**config.mk**
```make
export PLATFORM = sky130hd
export DESIGN_NAME = fxp_divider
export DESIGN_NICKNAME = d
export VERILOG_FILES = /design/src/rtl/fxp_div_pkg.sv /design/src/rtl/fxp_div_datapath.sv /design/src/rtl/fxp_divider.sv
export SDC_FILE = /design/constraint.sdc
export NUM_CORES = 1
export LEC_CHECK = 0
export ABC_CLOCK_PERIOD_IN_PS = 2000
export BUFFER_PORTS_ARGS = -buffer_cell sky130_fd_sc_hd__buf_2
export CORE_MARGIN = 2
export CORE_UTILIZATION = 50
export CTS_BUF_LIST = sky130_fd_sc_hd__clkbuf_4 sky130_fd_sc_hd__clkbuf_8 sky130_fd_sc_hd__clkbuf_16
export CTS_CLUSTER_SIZE = 8
export DETAILED_ROUTE_END_ITERATION = 12
export PLACE_DENSITY = 0.76
export SYNTH_ARGS = -nofsm -noshare
export SYNTH_HDL_FRONTEND = slang
export SYNTH_HIERARCHICAL = 1
export SYNTH_SLANG_ARGS = --single-unit
```
**constraint.sdc**
```tcl
create_clock -name clk -period 2 [get_ports clk]
set_input_delay 0.2 -clock clk [delete_from_list [all_inputs] [get_ports clk]]
set_output_delay 0.2 -clock clk [all_outputs]
set_load 0.005 [all_outputs]
```
**src/rtl/fxp_div_pkg.sv**
```systemverilog
// Shared constants and state encoding for the sequential Q6.4 fixed-point divider.
package fxp_div_pkg;

  localparam int WIDTH = 10;
  localparam int FRAC  = 4;
  localparam int ITER  = WIDTH + FRAC;
  localparam int CNT_W = $clog2(ITER + 1);

  localparam logic [CNT_W-1:0] CNT_LAST = CNT_W'(ITER - 1);

  typedef enum logic [1:0] {
    IDLE,
    LOAD,
    CALC,
    DONE
  } state_e;

endpackage

```
**src/rtl/fxp_div_datapath.sv**
```systemverilog
// Restoring shift-subtract datapath: operand, remainder and raw quotient registers.
module fxp_div_datapath
  import fxp_div_pkg::*;
(
  input  logic             clk,
  input  logic             rst_n,
  input  logic             i_clr,
  input  logic             i_load,
  input  logic             i_shift,
  input  logic [WIDTH-1:0] i_a,
  input  logic [WIDTH-1:0] i_b,
  output logic             o_b_zero,
  output logic [ITER-1:0]  o_quot
);

  logic [ITER-1:0]  r_dvd;
  logic [WIDTH-1:0] r_b;
  logic [WIDTH-1:0] r_rem;
  logic [ITER-1:0]  r_quot;

  logic [WIDTH:0]   w_rem_sh;
  logic [WIDTH:0]   w_diff;
  logic             w_ge;
  logic [WIDTH-1:0] w_rem_next;
  logic             w_unused_diff_msb;

  // The shifted remainder needs one extra bit; a kept difference is below B and fits WIDTH bits.
  assign w_rem_sh          = {r_rem, r_dvd[ITER-1]};
  assign w_diff            = w_rem_sh - {1'b0, r_b};
  assign w_ge              = (w_rem_sh >= {1'b0, r_b});
  assign w_rem_next        = w_ge ? w_diff[WIDTH-1:0] : w_rem_sh[WIDTH-1:0];
  assign w_unused_diff_msb = w_diff[WIDTH];

  assign o_b_zero = (i_b == '0);
  assign o_quot   = r_quot;

  // NOTE: sequential state uses non-blocking assignments so every register sees pre-edge values.
  always_ff @(posedge clk or negedge rst_n) begin
    if (!rst_n) begin
      r_dvd  <= '0;
      r_b    <= '0;
      r_rem  <= '0;
      r_quot <= '0;
    end else if (i_clr) begin
      r_dvd  <= '0;
      r_b    <= '0;
      r_rem  <= '0;
      r_quot <= '0;
    end else if (i_load) begin
      r_dvd  <= {i_a, {FRAC{1'b0}}};
      r_b    <= i_b;
      r_rem  <= '0;
      r_quot <= '0;
    end else if (i_shift) begin
      r_dvd  <= {r_dvd[ITER-2:0], 1'b0};
      r_rem  <= w_rem_next;
      r_quot <= {r_quot[ITER-2:0], w_ge};
    end
  end

endmodule

```
**src/rtl/fxp_divider.sv**
```systemverilog
// Sequential unsigned Q6.4 divider: controller FSM, iteration counter and status flags.
// Define FXP_DIV_SATURATE_EN to force q to all ones whenever ovf is set.
module fxp_divider
  import fxp_div_pkg::*;
(
  input  logic             clk,
  input  logic             rst_n,
  input  logic             sclr,
  input  logic             start,
  input  logic [WIDTH-1:0] data_A,
  input  logic [WIDTH-1:0] data_B,
  output logic             valid,
  output logic             ovf,
  output logic             dvz,
  output logic             busy,
  output logic [WIDTH-1:0] q
);

  state_e           r_state;
  state_e           w_state_next;
  logic [CNT_W-1:0] r_cnt;
  logic             r_valid;
  logic             r_dvz;
  logic             w_load;
  logic             w_shift;
  logic             w_accept;
  logic             w_last;
  logic             w_b_zero;
  logic [ITER-1:0]  w_quot;
  logic             w_ovf;

  fxp_div_datapath u_datapath (
    .clk      (clk),
    .rst_n    (rst_n),
    .i_clr    (sclr),
    .i_load   (w_load),
    .i_shift  (w_shift),
    .i_a      (data_A),
    .i_b      (data_B),
    .o_b_zero (w_b_zero),
    .o_quot   (w_quot)
  );

  always_ff @(posedge clk or negedge rst_n) begin
    if (!rst_n)    r_state <= IDLE;
    else if (sclr) r_state <= IDLE;
    else           r_state <= w_state_next;
  end

  // NOTE: every combinational output gets a default first, so no path can infer a latch.
  always_comb begin
    w_state_next = r_state;
    case (r_state)
      IDLE, DONE: if (start) w_state_next = LOAD;
      LOAD:       w_state_next = w_b_zero ? DONE : CALC;
      CALC:       if (w_last) w_state_next = DONE;
      default:    w_state_next = IDLE;
    endcase
  end

  always_comb begin
    w_load   = (r_state == LOAD);
    w_shift  = (r_state == CALC);
    w_accept = ((r_state == IDLE) || (r_state == DONE)) && start;
    busy     = w_load || w_shift;
  end

  assign w_last = (r_cnt == CNT_LAST);

  always_ff @(posedge clk or negedge rst_n) begin
    if (!rst_n) begin
      r_cnt   <= '0;
      r_valid <= 1'b0;
      r_dvz   <= 1'b0;
    end else if (sclr) begin
      r_cnt   <= '0;
      r_valid <= 1'b0;
      r_dvz   <= 1'b0;
    end else begin
      if (w_accept) begin
        r_valid <= 1'b0;
        r_dvz   <= 1'b0;
      end
      if (w_load) begin
        r_cnt <= '0;
        if (w_b_zero) begin
          r_valid <= 1'b1;
          r_dvz   <= 1'b1;
        end
      end
      if (w_shift) begin
        r_cnt <= r_cnt + 1'b1;
        if (w_last) r_valid <= 1'b1;
      end
    end
  end

  // The raw quotient is cleared on load, so a divide-by-zero result reads as zero without overflow.
  assign w_ovf = r_valid && (|w_quot[ITER-1:WIDTH]);
  assign valid = r_valid;
  assign dvz   = r_dvz;
  assign ovf   = w_ovf;

`ifdef FXP_DIV_SATURATE_EN
  assign q = !r_valid ? '0 : (w_ovf ? '1 : w_quot[WIDTH-1:0]);
`else
  assign q = r_valid ? w_quot[WIDTH-1:0] : '0;
`endif

endmodule

```
==> Word-level counts from Yosys, hierarchy flattened <==
Cells that the tools add are included.
{ "totals": {"regBits": 56, "latchBits": 0, "mem_bits_rw": 0, "mem_bits_ro": 0, "input_bits": 24, "output_inout_bits": 14, "memories": 0} }
{ "classes": {"n_addsub": 2, "mul": 0, "n_div": 0, "n_lt_le_gt_ge": 1, "n_eq_ne": 6, "shifts": 0, "n_mux": 31, "bitwise": 0, "reduce_logical": 11} }
{ "op_table": {"columns": ["cell", "n"], "rows": [
  ["14-bit 2-to-1 mux", 6],
  ["10-bit 2-to-1 mux", 7],
  ["4-bit 2-to-1 mux", 3],
  ["11-bit by 10-bit greater-or-equal comparator with 1-bit output", 1],
  ["1-bit 2-to-1 mux", 11],
  ["10-bit logical NOT", 1],
  ["10-bit subtractor", 1],
  ["2-bit 2-to-1 mux", 3],
  ["3-bit inequality test (second input constant)", 2],
  ["2-bit case mux with 3 select lines", 1],
  ["4-bit by 1-bit adder with 4-bit output (second input constant)", 1],
  ["2-bit equality test (second input constant)", 2],
  ["4-bit equality test (second input constant)", 1],
  ["4-bit OR reduction", 1],
  ["3-bit nonzero test", 1],
  ["2-bit by 1-bit equality test with 1-bit output (second input constant)", 1],
  ["1-bit logical AND", 2],
  ["2-bit logical NOT", 1],
  ["1-bit logical OR", 2],
  ["2-bit AND reduction", 1],
  ["2-bit nonzero test", 1],
  ["2-bit OR reduction", 1]
]} }

==> Longest topological paths before layout <==
{ "depth": {"ltp_word": 9, "depth_mapped": 9, "ltp_nobuf": 9} }

==> Hierarchy <==
The synthesis kept the hierarchy.
{ "by_module_without_submodules": {"columns": ["mod", "instances", "cells_per_inst", "area_per_inst_um2", "seq_area_each_um2"], "rows": [
  ["fxp_div_datapath", 1, 259, 2453.6, 1101.1],
  ["fxp_divider", 1, 59, 558.0, 200.2]
]} }

==> Worst setup path before layout <==
No wires, ideal clock.
{ "synth_path": {"path_kind": "register -> register", "startpoint": "register u_datapath.r_rem[5]", "endpoint": "register u_datapath.r_rem[0]", "setup_ns": 0.074, "arrival_time_ns": 1.945, "path_slack_ns": -0.018, "stages_incl_launch_ff": 9, "n_path_buf": 1, "synth_period_minus_slack_ns": 2.018, "path_cell_list": "dfrtp_1 > ha_1 > a21oi_1 > nand2_1 > o2111ai_2 > a41o_1 > buf_6 > mux2_4 > a21oi_2"} }
{ "synth_between": {"elab_chain_cells": 5} }
{ "synth_lines": {"columns": ["element", "line_no", "source"], "rows": [
  ["start: declaration", "fxp_div_datapath.sv:18", "logic [WIDTH-1:0] r_rem;"],
  ["start signal: assignment", "fxp_div_datapath.sv:56", "r_rem <= w_rem_next;"],
  ["11-bit by 10-bit greater-or-equal comparator with 1-bit output", "fxp_div_datapath.sv:30", "assign w_ge = (w_rem_sh >= {1'b0, r_b});"],
  ["10-bit 2-to-1 mux", "fxp_div_datapath.sv:31", "assign w_rem_next = w_ge ? w_diff[WIDTH-1:0] : w_rem_sh[WIDTH-1:0];"],
  ["10-bit 2-to-1 mux", "fxp_div_datapath.sv:54", "end else if (i_shift) begin"],
  ["10-bit 2-to-1 mux", "fxp_div_datapath.sv:49", "end else if (i_load) begin"],
  ["10-bit 2-to-1 mux", "fxp_div_datapath.sv:44", "end else if (i_clr) begin"]
]} }
No other way between the ends. The select of a mux whose other input is x is not followed.
A chain may end at the register's enable or synchronous reset.

==> Final worst setup path <==
{ "layout_path": {"startpoint": "register u_datapath.r_rem[3]", "endpoint": "register u_datapath.r_rem[6]"} }
{ "layout_between": {"elab_chain_cells": 5} }
{ "layout_lines": {"columns": ["element", "line_no"], "rows": [
  ["10-bit subtractor / 11-bit by 10-bit greater-or-equal comparator with 1-bit output (equally long branches)", "fxp_div_datapath.sv:29, fxp_div_datapath.sv:30"],
  ["10-bit 2-to-1 mux (*)", "fxp_div_datapath.sv:31"],
  ["10-bit 2-to-1 mux (*)", "fxp_div_datapath.sv:54"],
  ["10-bit 2-to-1 mux (*)", "fxp_div_datapath.sv:49"],
  ["10-bit 2-to-1 mux (*)", "fxp_div_datapath.sv:44"]
]} }
Mark *: on every way between the ends. The rest lies on a longest branch, timed or not. The select of a mux whose other input is x is not followed.

==> results.yml <==
outcome:
  status: "complete, but fails checks"
  failed_checks: "negative setup slack"
floorplan:
  ioPinCount: 38
  die_w_um: 81.6
  die_h_um: 81.6
  initial_core_util_pct: 51.2
  core_um2: 5890
  fp-row-count: 28
  dieArea_um2: 6660
critical_path:
  path_cells: "ha_4 -> o211ai_2 -> a21oi_2 -> o2111ai_2 -> buf_4 -> a41oi_2 -> buf_6 -> nand2_1 -> o21a_1"
  worstPathMaxFanout: 7
  rr_worst_depth: 9
  cp_num_buf_inv: 2
  crit_required_ns: 2.19
  r2r_start: "u_datapath/r_rem[3]$_DFFE_PN0P_"
  r2r-end: "u_datapath/r_rem[6]$_DFFE_PN0P_"
  worst-path-stages: 9
  start_kind: "flop"
  r2r_setup_slack_ns: -0.03
  critPathTopFamily: "compound AO/OA/AOI/OAI gates"
  critical_path_class: "reg2reg"
  cp_slowest_cell: "dfrtp_1"
  startpoint: "u_datapath/r_rem[3]$_DFFE_PN0P_"
  worstSetupEndpoint: "u_datapath/r_rem[6]$_DFFE_PN0P_"
  crit_path_end_kind: "flop"
  crit_arrival_ns: 2.23
  slowest_delay_ns: 0.44
place:
  dp.cells: 436
  dp_slack_ns: -0.0389
  hpwl_mm: 4.67
  gp_congestion: 0.861
  port_buffers: 37
pwr:
  irDropWorstVdd_v: 0.000751
  p_leak_nw: 1.67
  powerDensity_nw_per_um2: 1540
  p_total_mw: 5.67
final_layout:
  nFillCells: 513
  layout.cells.non_filler: 450
  area_growth_pct: 22.2
  fin_util_pct: 62.5
  layout.nets: 413
  drive_gt1_share_pct: 27.2
  regArea_um2: 1300
  num_antenna_cells: 0
  multi_input_area_um2: 1680
logic_synthesis:
  synth_area_per_cell_um2: 9.47
  ys_ff_latch: 52
  synth_common_cells: "56 x nor2_1, 52 x dfrtp_1, 34 x mux2i_1"
  netlist.top_cell.by_area: "dfrtp_1"
  synth_warnings: 6
  synth_cells: 318
  netlist.area_leader.share_pct: 43.2
  ys.flop_type: "dfrtp_1"
  async_flop_share_pct: 100
  synth-edff-count: 0
  synthesis.nets: 357
  seq_area_frac_synth_pct: 43.2
  ys_types: 49
  synthTopCellsByArea: "dfrtp_1 43%, mux2i_1 11%, nor2_1 7.0%"
  yosysMostFrequentCell: "nor2_1"
  syn-cell-area_um2: 3010
global_route:
  grt.total_usage_pct: 21.8
  grt_pass1_vias: 2471
  grt_pass1_wl_mm: 11.3
  antenna_found_initial: 0
  overflow: 0
  grt_max_degree: 30
detailed_routing:
  drt_wl_total_mm: 6.70
  route.detailed.drc: 0
  via_per_inst: 5.54
  via_count: 2494
  post_drt_wl_per_cell_um: 14.9
  first_pass_iters: 4
  ant_nets: 0
  first_iter_violations: 181
clock_tree:
  insertion_delay_ns: 0.30
  clkTransAtPathRegs_ns: 0.09
  cts_buffer_depth: 2
  cts.sinks: 52
  cts_made_buffers: 5
  htree_levels: 2
  cts_tree: "built"
  cts_root_buffer: "clkbuf_8"
timing:
  rsz0062_at_grt: "yes"
  setup_ws_ns: -0.0342
  hold_violations: 0
  period_needed_ns: 2.03
  setup_viol: 7
  finClkSkew_ns: 0.00456
  slew_violations: 0
  finalCritPeriodShare_pct: 102
  worst_pin_slew_ns: 0.553
  max-slew-margin-rel_pct: 63.1
  timing.fmax_mhz: 492
worst_hold_path:
  hp-class: "in2reg"
job:
  max_cap_viol_count: 0
[cell usage in the layout (no fill, tap or decap), drive strengths merged, types with 3 or more instances in the layout]
cell type / n
o21ai: 14
a31oi: 7
buf: 65
nor2: 56
o211ai: 3
clkbuf: 6
xnor2: 4
inv: 17
ha: 14
a211oi: 3
nand2: 16
nand3b: 3
a21oi: 24
nand2b: 7
nand4: 3
and2: 10
dfrtp: 52
nand3: 4
mux2i: 34
[metal layers]
| metal | routed length [um] | up-vias | part of all wire [%] | GRT usage (%) |
|---|---|---|---|---|
| met1 | 2940 | 1187 | 44 | 27.1 |
| met3 | 261 | 20 | 3.9 | 4.62 |
| met2 | 3320 | 64 | 50 | 37.7 |
| met4 | 172 | 0 | 2.6 | 7.33 |
| met5 | 0 | - | 0 | 0 |
| li1 | - | 1223 | - | - |
[registers in the layout, indices dropped and copies added, names as in the netlist]
name	flops
r_state	2
u_datapath/r_b	10
r_cnt	4
u_datapath/r_rem	10
u_datapath/r_dvd	10
dvz	1
u_datapath/o_quot	14
valid	1
[power breakdown]
group / internal (mW) / leakage, nW / switching (mW)
registers: 1.23 / 0.715 / 0.160
clock network: 0.264 / 0.0490 / 0.344
logic: 1.80 / 0.906 / 1.86
total: 3.30 / 1.67 / 2.37
[kinds of logic after synthesis]
kind of cell               count (synthesis)  share of synthesized area [%]
DFF                                       52                           43.2
adders and majority gates                 15                           6.48
xor gates and xnor gates                   5                           1.45
buffers and inverters                     33                           4.45
AOI/OAI and AO/OA                         67                           14.7
and+or+nand+nor                          110                           17.4
muxes                                     36                           12.3
[worst min path at each step]
stage,startpoint,to,slack (ns),depth (start not counted)
2_1_floorplan,rst_n,dvz$_DFF_PN0_,-0.1,0
3_5_place_dp,rst_n,u_datapath/o_quot[6]$_DFFE_PN0P_,0.22,1
3_3_place_gp,rst_n,u_datapath/o_quot[6]$_DFFE_PN0P_,0.22,1
5_1_grt,data_A[1],u_datapath/r_dvd[5]$_DFFE_PN0P_,0.13,3
6_report,data_A[4],u_datapath/r_dvd[8]$_DFFE_PN0P_,0.14,3
4_1_cts,data_A[1],u_datapath/r_dvd[5]$_DFFE_PN0P_,0.13,3
[timing repair]
item / 4_1_cts / 5_1_grt
buffers inserted: 4 / 1
gates resized for setup: 8 / 7
pin swaps: 2 / 9
hold buffers: 1 / 0
setup endpoints to repair: 9 / 10
hold endpoints to repair: 23 / 0
[layout make-up]
type	count	share of cell area [%]
Multi-Input combinational cell	233	45.8
Sequential cell	52	35.4
Timing Repair Buffer	66	12.2
Tap cell	75	2.55
Clock buffer	6	2.07
Inverter	16	1.63
Clock inverter	2	0.374
[metrics by stage]
stage	cell area (um2)	hold WS, ns	setup TNS [ns]
floorplan	3030	-0.0956	0
global placement	3450	0.224	0
detailed placement	3450	0.222	-0.129
CTS	3640	0.129	0
global route	3680	0.129	-1.12
finish	3680	0.136	-0.122
[worst reg2reg max path, delay by kind of cell, from the launching register on]
kind	cells	cell delay (ns)
AOI/OAI and AO/OA	5	0.77
DFF	1	0.44
buffers and inverters	2	0.34
adders and majority gates	1	0.33
and+or+nand+nor	1	0.05
No activity file was read; power rests on OpenSTA's default activity.
